$ cat src/rtl/hash_des_stream.sv
// Byte-stream Feistel hash engine: absorbs a length-declared message over valid/ready and emits a digest.
// Define HASH_DES_UNROLL_EN to evaluate all rounds of a byte in one cycle instead of one round per cycle.
module hash_des_stream #(
   parameter int BYTES_PER_BEAT = 1,
   parameter int DIGEST_W       = 32,
   parameter int ROUNDS         = 4,
   parameter int LEN_W          = 64
) (
   input  logic                        clk,
   input  logic                        rst,
   input  logic                        start,
   input  logic [LEN_W-1:0]            msg_len,
   input  logic                        m_valid,
   input  logic [8*BYTES_PER_BEAT-1:0] m_data,
   input  logic [BYTES_PER_BEAT-1:0]   m_keep,
   output logic                        m_ready,
   output logic                        busy,
   output logic                        hash_ready,
   output logic [DIGEST_W-1:0]         digest,
   output logic                        len_err
);

   localparam int HW        = DIGEST_W / 2;
   localparam int LEN_BYTES = LEN_W / 8;
   localparam int MAXB      = (BYTES_PER_BEAT > LEN_BYTES) ? BYTES_PER_BEAT : LEN_BYTES;
   localparam int IDX_W     = $clog2(MAXB + 1);
   localparam logic [HW-1:0]       K_CONST = {(HW/16){16'h9E37}};
   localparam logic [DIGEST_W-1:0] IV      = {(DIGEST_W/32){32'h67452301}};

   typedef enum logic [2:0] {
      S_IDLE,
      S_ABSORB,
      S_COMPRESS,
      S_FINAL,
      S_DONE
   } state_t;

   // One Feistel round; rotation is taken from the upper half of {x,x} shifted left.
   function automatic logic [DIGEST_W-1:0] des_round(
      input logic [HW-1:0] l,
      input logic [HW-1:0] r,
      input logic [7:0]    b,
      input int            rnd
   );
      logic [HW-1:0]   x;
      logic [2*HW-1:0] dbl;
      logic [HW-1:0]   f;
      x   = r ^ {(HW/8){b}};
      dbl = {x, x} << (rnd + 1);
      f   = dbl[2*HW-1:HW] + (K_CONST ^ HW'(rnd));
      return {r, l ^ f};
   endfunction

   state_t                      state_reg, state_next;
   logic [HW-1:0]               l_reg, l_next;
   logic [HW-1:0]               r_reg, r_next;
   logic [LEN_W-1:0]            remain_reg, remain_next;
   logic [LEN_W-1:0]            len_reg, len_next;
   logic [8*BYTES_PER_BEAT-1:0] beat_reg, beat_next;
   logic [IDX_W-1:0]            kept_reg, kept_next;
   logic [IDX_W-1:0]            byte_idx_reg, byte_idx_next;
   logic                        len_err_reg, len_err_next;

   logic [7:0]          cur_byte;
   logic [DIGEST_W-1:0] round_out;
   logic                last_round;
   logic                step;
   logic                last_byte;
   logic [IDX_W-1:0]    pop;
   logic [IDX_W-1:0]    kept;
   logic                over;

   assign step = (state_reg == S_COMPRESS) || (state_reg == S_FINAL);

   always_comb begin
      cur_byte = '0;
      for (int i = 0; i < BYTES_PER_BEAT; i++) begin
         if (state_reg != S_FINAL && byte_idx_reg == IDX_W'(i))
            cur_byte = beat_reg[8*i +: 8];
      end
      // The length is absorbed LSB-first once the message bytes are done.
      for (int i = 0; i < LEN_BYTES; i++) begin
         if (state_reg == S_FINAL && byte_idx_reg == IDX_W'(i))
            cur_byte = len_reg[8*i +: 8];
      end
   end

`ifdef HASH_DES_UNROLL_EN
   logic [DIGEST_W-1:0] chain [ROUNDS+1];

   assign chain[0] = {l_reg, r_reg};
   for (genvar gi = 0; gi < ROUNDS; gi++) begin : g_round
      assign chain[gi+1] = des_round(chain[gi][DIGEST_W-1:HW], chain[gi][HW-1:0], cur_byte, gi);
   end
   assign round_out  = chain[ROUNDS];
   assign last_round = 1'b1;
`else
   localparam int RND_W = (ROUNDS > 1) ? $clog2(ROUNDS) : 1;

   logic [RND_W-1:0] rnd_reg, rnd_next;

   assign round_out  = des_round(l_reg, r_reg, cur_byte, int'(rnd_reg));
   assign last_round = (rnd_reg == RND_W'(ROUNDS - 1));

   always_comb begin
      rnd_next = '0;
      if (step && !last_round)
         rnd_next = rnd_reg + RND_W'(1);
   end

   always_ff @(posedge clk) begin
      if (rst)
         rnd_reg <= '0;
      else
         rnd_reg <= rnd_next;
   end
`endif

   // Kept bytes are clipped to what the declared length still allows.
   always_comb begin
      pop = '0;
      for (int i = 0; i < BYTES_PER_BEAT; i++)
         pop = pop + IDX_W'(m_keep[i]);
      over = 1'b0;
      kept = pop;
      if (LEN_W'(pop) > remain_reg) begin
         over = 1'b1;
         kept = IDX_W'(remain_reg);
      end
   end

   assign last_byte = (state_reg == S_FINAL) ? (byte_idx_reg == IDX_W'(LEN_BYTES - 1))
                                             : (byte_idx_reg == kept_reg - IDX_W'(1));

   always_comb begin
      state_next    = state_reg;
      l_next        = l_reg;
      r_next        = r_reg;
      remain_next   = remain_reg;
      len_next      = len_reg;
      beat_next     = beat_reg;
      kept_next     = kept_reg;
      byte_idx_next = byte_idx_reg;
      len_err_next  = len_err_reg;
      case (state_reg)
         S_IDLE, S_DONE: begin
            if (start) begin
               state_next    = (msg_len == '0) ? S_FINAL : S_ABSORB;
               l_next        = IV[DIGEST_W-1:HW];
               r_next        = IV[HW-1:0];
               remain_next   = msg_len;
               len_next      = msg_len;
               len_err_next  = 1'b0;
               byte_idx_next = '0;
            end
         end
         S_ABSORB: begin
            // remain is nonzero here, so any beat with a kept byte absorbs at least one.
            if (m_valid && pop != '0) begin
               beat_next     = m_data;
               kept_next     = kept;
               remain_next   = remain_reg - LEN_W'(kept);
               len_err_next  = len_err_reg | over;
               byte_idx_next = '0;
               state_next    = S_COMPRESS;
            end
         end
         S_COMPRESS, S_FINAL: begin
            l_next = round_out[DIGEST_W-1:HW];
            r_next = round_out[HW-1:0];
            if (last_round) begin
               if (last_byte) begin
                  byte_idx_next = '0;
                  if (state_reg == S_FINAL)
                     state_next = S_DONE;
                  else
                     state_next = (remain_reg == '0) ? S_FINAL : S_ABSORB;
               end else begin
                  byte_idx_next = byte_idx_reg + IDX_W'(1);
               end
            end
         end
         default: state_next = S_IDLE;
      endcase
   end

   always_ff @(posedge clk) begin
      if (rst) begin
         state_reg    <= S_IDLE;
         l_reg        <= '0;
         r_reg        <= '0;
         remain_reg   <= '0;
         len_reg      <= '0;
         beat_reg     <= '0;
         kept_reg     <= '0;
         byte_idx_reg <= '0;
         len_err_reg  <= 1'b0;
      end else begin
         state_reg    <= state_next;
         l_reg        <= l_next;
         r_reg        <= r_next;
         remain_reg   <= remain_next;
         len_reg      <= len_next;
         beat_reg     <= beat_next;
         kept_reg     <= kept_next;
         byte_idx_reg <= byte_idx_next;
         len_err_reg  <= len_err_next;
      end
   end

   assign m_ready    = (state_reg == S_ABSORB);
   assign busy       = step || (state_reg == S_ABSORB);
   assign hash_ready = (state_reg == S_DONE);
   assign digest     = hash_ready ? {l_reg, r_reg} : '0;
   assign len_err    = len_err_reg;

endmodule

$ cat config.mk
export PLATFORM = sky130hd
export DESIGN_NAME = hash_des_stream
export DESIGN_NICKNAME = d
export VERILOG_FILES = /design/src/rtl/hash_des_stream.sv
export SDC_FILE = /design/constraint.sdc
export NUM_CORES = 1
export LEC_CHECK = 0
export ABC_AREA = 1
export BUFFER_PORTS_ARGS = -buffer_cell sky130_fd_sc_hd__buf_4
export CAP_MARGIN = 10
export CORE_MARGIN = 2
export CORE_UTILIZATION = 44
export DETAILED_ROUTE_END_ITERATION = 10
export PLACE_DENSITY_LB_ADDON = 0.08
export REMOVE_ABC_BUFFERS = 1
export SLEW_MARGIN = 20
export SYNTH_ARGS = -nofsm -noshare
export SYNTH_HDL_FRONTEND = slang
export SYNTH_SLANG_ARGS = --single-unit
$ cat constraint.sdc
create_clock -name clk -period 4.07 [get_ports clk]
set_input_delay 0.407 -clock clk [delete_from_list [all_inputs] [get_ports clk]]
set_output_delay 0.407 -clock clk [all_outputs]
set_load 0.1 [all_outputs]
==> metrics.md <==
| Metric | Value |
|---|---|
| Worst Skew | just under 0.02 ns |
| Reg clk slew, reported paths | 0.08 ns |
| CP max-delay cell | or4_4 |
| Vias in the first global route | 12.71k |
| Nets | 2295 |
| Worst R2R Start | remain_reg[14] |
| Hold_buf cts | 0 |
| Routed WL per cell | around 17 µm |
| Post-Place Worst Slack | -0.6587 ns |
| HPWL Detailed | 30.86 mm |
| Register area share after synthesis | 0.3025 |
| Worst-case clock buffer depth | 2 |
| Initial antenna violation count | 0 |
| Final setup vio count | 7 |
| Fmax | approximately 230 MHz |
| I/O pins | 113 |
| Synth Warn # | 0 |
| Critical Path RT | 4.39 ns |
| TritonCTS Buffers | 17 |
| Cell family with most CP delay | simple AND/OR/NAND/NOR gates |
| Post-synth top area cell | dfxtp_1 |
| Period utilization | 1.062 |
| Pwr Total | 14170 µW |
| Final wirelength | 43.04 mm |
| Hold WS | 0.1748 ns |
| Syn Inst Count | between 1.5k and 2k |
| Fill count | 2656 |
| Via density per instance | 5.302 |
| EDFF count, synth | 0 |
| Cell mode on critical path | inv_2 |
| Max Slew Vio Count | 0 |
| Crit path largest cell delay | 0.58 ns |
| Area of the multi-input gates | between 0.007 and 0.008 mm² |
| FP Rows | 60 |
| Status | finished with violations |
| CTS Root Cell | clkbuf_16 |
| Area fraction of the dominant cell type after synthesis | 0.3025 |
| Number of synthesized register bits | between 150 and 200 |
| Main area contributors after synthesis | dfxtp_1 30%, nand2_1 10%, nor2_1 9.0% |
| Static Leak | between 0.007 and 0.008 µW |
| Critical path fanouts, max | 2 |
| H-tree depth | 4 |
| Post-Place Cell Area | about 0.014 mm² |
| Core Region | 0.02695 mm² |
| Hold Crit Class | input pin to flop |
| Type of the worst setup path | flop to flop |
| Pre-Repair DR Iteration Count | 7 |
| Avg Inst Size Synth | 6.280 µm² |
| Starting Density | 0.4469 |
| Arr. time, crit path | around 4.6 ns |
| Post-route ant nets | 0 |
| Sink Count | approximately 180 |
| Reg2reg setup slack | -0.25 ns |
| R2R depth | 28 |
| CTS tree | yes |
| CP bufs+invs | 8 |
| Min cycle time layout | about 4.3 ns |
| R2R Path End | remain_reg[62] |
| Hold Vio Cnt, Final | 0 |
| Worst relative slew slack | 0.3670 |
| Design area | 0.01592 mm² |
| Library cells used by synthesis | 49 |
| Area Growth Syn to Fin | 32.18% |
| CP endpoint kind | flop |
| Worst Hold Depth | 3 |
| Largest net degree at the start of global routing | 72 |
| GRT overflow | 0 |
| Max-Cap Viols | 0 |
| DRT iter0 DRCs | roughly 1.2k |
| Hold Path End | beat_reg[7] |
| Pwr Density | 890.1 mW/mm² |
| Worst VDD drop | 0.0005678 V |
| RD Place Congestion | 0.9361 |
| Measured slew at the worst slew-check pin | roughly 0.95 ns |
| Layout cell share with drive strength beyond 1 | 0.2672 |
| Clock Latency Late Sink | roughly 0.46 ns |
| Synthesized area | between 0.01 and 0.015 mm² |
| Setup crit start kind | flop |
| IO Port Bufs | 112 |
| RSZ-0062 raised after global routing | true |
| Post-route setup slack | -0.2523 ns |
| Asr flop ratio synth | 0 |
| Antenna diode count | 0 |
| Die footprint | 0.02872 mm² |
| Violated checks | setup timing |
| Hold_sp | m_data[7] |
| Die height | 169.5 µm |
| Register area | 0.003660 mm² |
| Via count | ~14k |
| Die span in x | around 170 µm |
| Total global-route track usage | 0.2994 |
| First-pass GRT wire length | 67.76 mm |
| Final routed DRC violation total | 0 |
| Post-synth top flop | dfxtp_1 |
| Fin util | 0.5908 |
-- through the flow --
| stage | setup TNS (ns) | instances |
|---|---|---|
| floorplan | -376.92 | 1831 |
| global placement | -1.866 | 2459 |
| detailed placement | -3.498 | 2459 |
| CTS | -1.608 | 2554 |
| global route | -4.567 | 2560 |
| finish | -1.116 | 2560 |
-- worst max path at each step --
| stage | startpoint | end | depth (start not counted) |
|---|---|---|---|
| 2_1_floorplan | state_reg[0] | kept_reg[0] | 7 |
| 3_3_place_gp | remain_reg[46] | remain_reg[62] | 33 |
| 3_5_place_dp | remain_reg[44] | remain_reg[62] | 33 |
| 4_1_cts | remain_reg[45] | remain_reg[52] | 34 |
| 5_1_grt | remain_reg[43] | remain_reg[62] | 33 |
| 6_report | remain_reg[14] | remain_reg[62] | 28 |
-- placed cells by master (no fill, tap or decap), drive strengths merged --
cell / n
o21bai: 10
nand3: 183
clkinvlp: 1
dfxtp: 182
o211ai: 10
a21o: 2
nand3b: 3
clkinv: 6
a221o: 1
o221ai: 22
o21ai: 152
a211oi: 5
xor2: 35
a21oi: 178
xnor2: 19
nor4: 28
a31oi: 2
bufinv: 1
nor3: 30
clkbuf: 17
nand2: 361
or4: 2
ha: 11
buf: 356
fa: 1
a221oi: 1
or2: 11
nor2: 296
inv: 274
nand4: 19
-- layer usage --
layer,up-vias,share of wire,GRT usage
met5,-,0,0
met4,0,0.025,0.08658
met3,69,0.057,0.04478
met2,423,0.46,0.4896
met1,6261,0.46,0.4098
li1,6819,-,-
-- cells in the mapped netlist (10+ instances only) --
cell type  count
nand2_4       11
a21oi_1      176
nor4_1        27
ha_1          11
nor2_1       289
xnor2_1       19
dfxtp_1      182
o21bai_1      10
nand3_1      163
nand3_2       19
nand2_2       27
o21ai_0      147
nand2_1      323
inv_1        253
o221ai_1      22
nor3_1        26
o211ai_1      10
nand4_1       17
xor2_1        35
clkbuf_1      69
inv_2         12
-- kinds of logic after synthesis --
| family | synth area share |
|---|---|
| AOI/OAI and AO/OA | 0.1736 |
| xor gates and xnor gates | 0.03926 |
| adders and majority gates | 0.01309 |
| buffers and inverters | 0.1141 |
| DFF | 0.3025 |
| and+or+nand+nor | 0.3575 |
-- power by group --
| part | total, µW | leakage, µW | switching, µW | internal, µW |
|---|---|---|---|---|
| clock network | 1730 | 0.000288 | 859 | 873 |
| registers | 2830 | 0.00150 | 423 | 2400 |
| logic | 9610 | 0.00583 | 5790 | 3820 |
-- worst min-delay path: cells and delay by family --
kind                   cells  cell delay [ns]
buffers and inverters      1             0.07
AND/OR/NAND/NOR            2             0.11
-- area by class of cell --
class | count | area share
multi-input cells | 1382 | 0.4696
well taps | 341 | 0.02680
repair buffers | 356 | 0.1736
flip-flops and latches | 182 | 0.2299
clock inverters | 15 | 0.009823
inverters | 267 | 0.06358
clock buffers | 17 | 0.02672
-- timing repair --
| item | CTS | global route |
|---|---|---|
| gates cloned | 0 | 0 |
| pin swaps | 19 | 62 |
| setup endpoints to repair | 13 | 57 |
| gates resized for setup | 50 | 116 |
| setup buffers | 71 | 25 |
No activity file was read; power rests on OpenSTA's default activity.
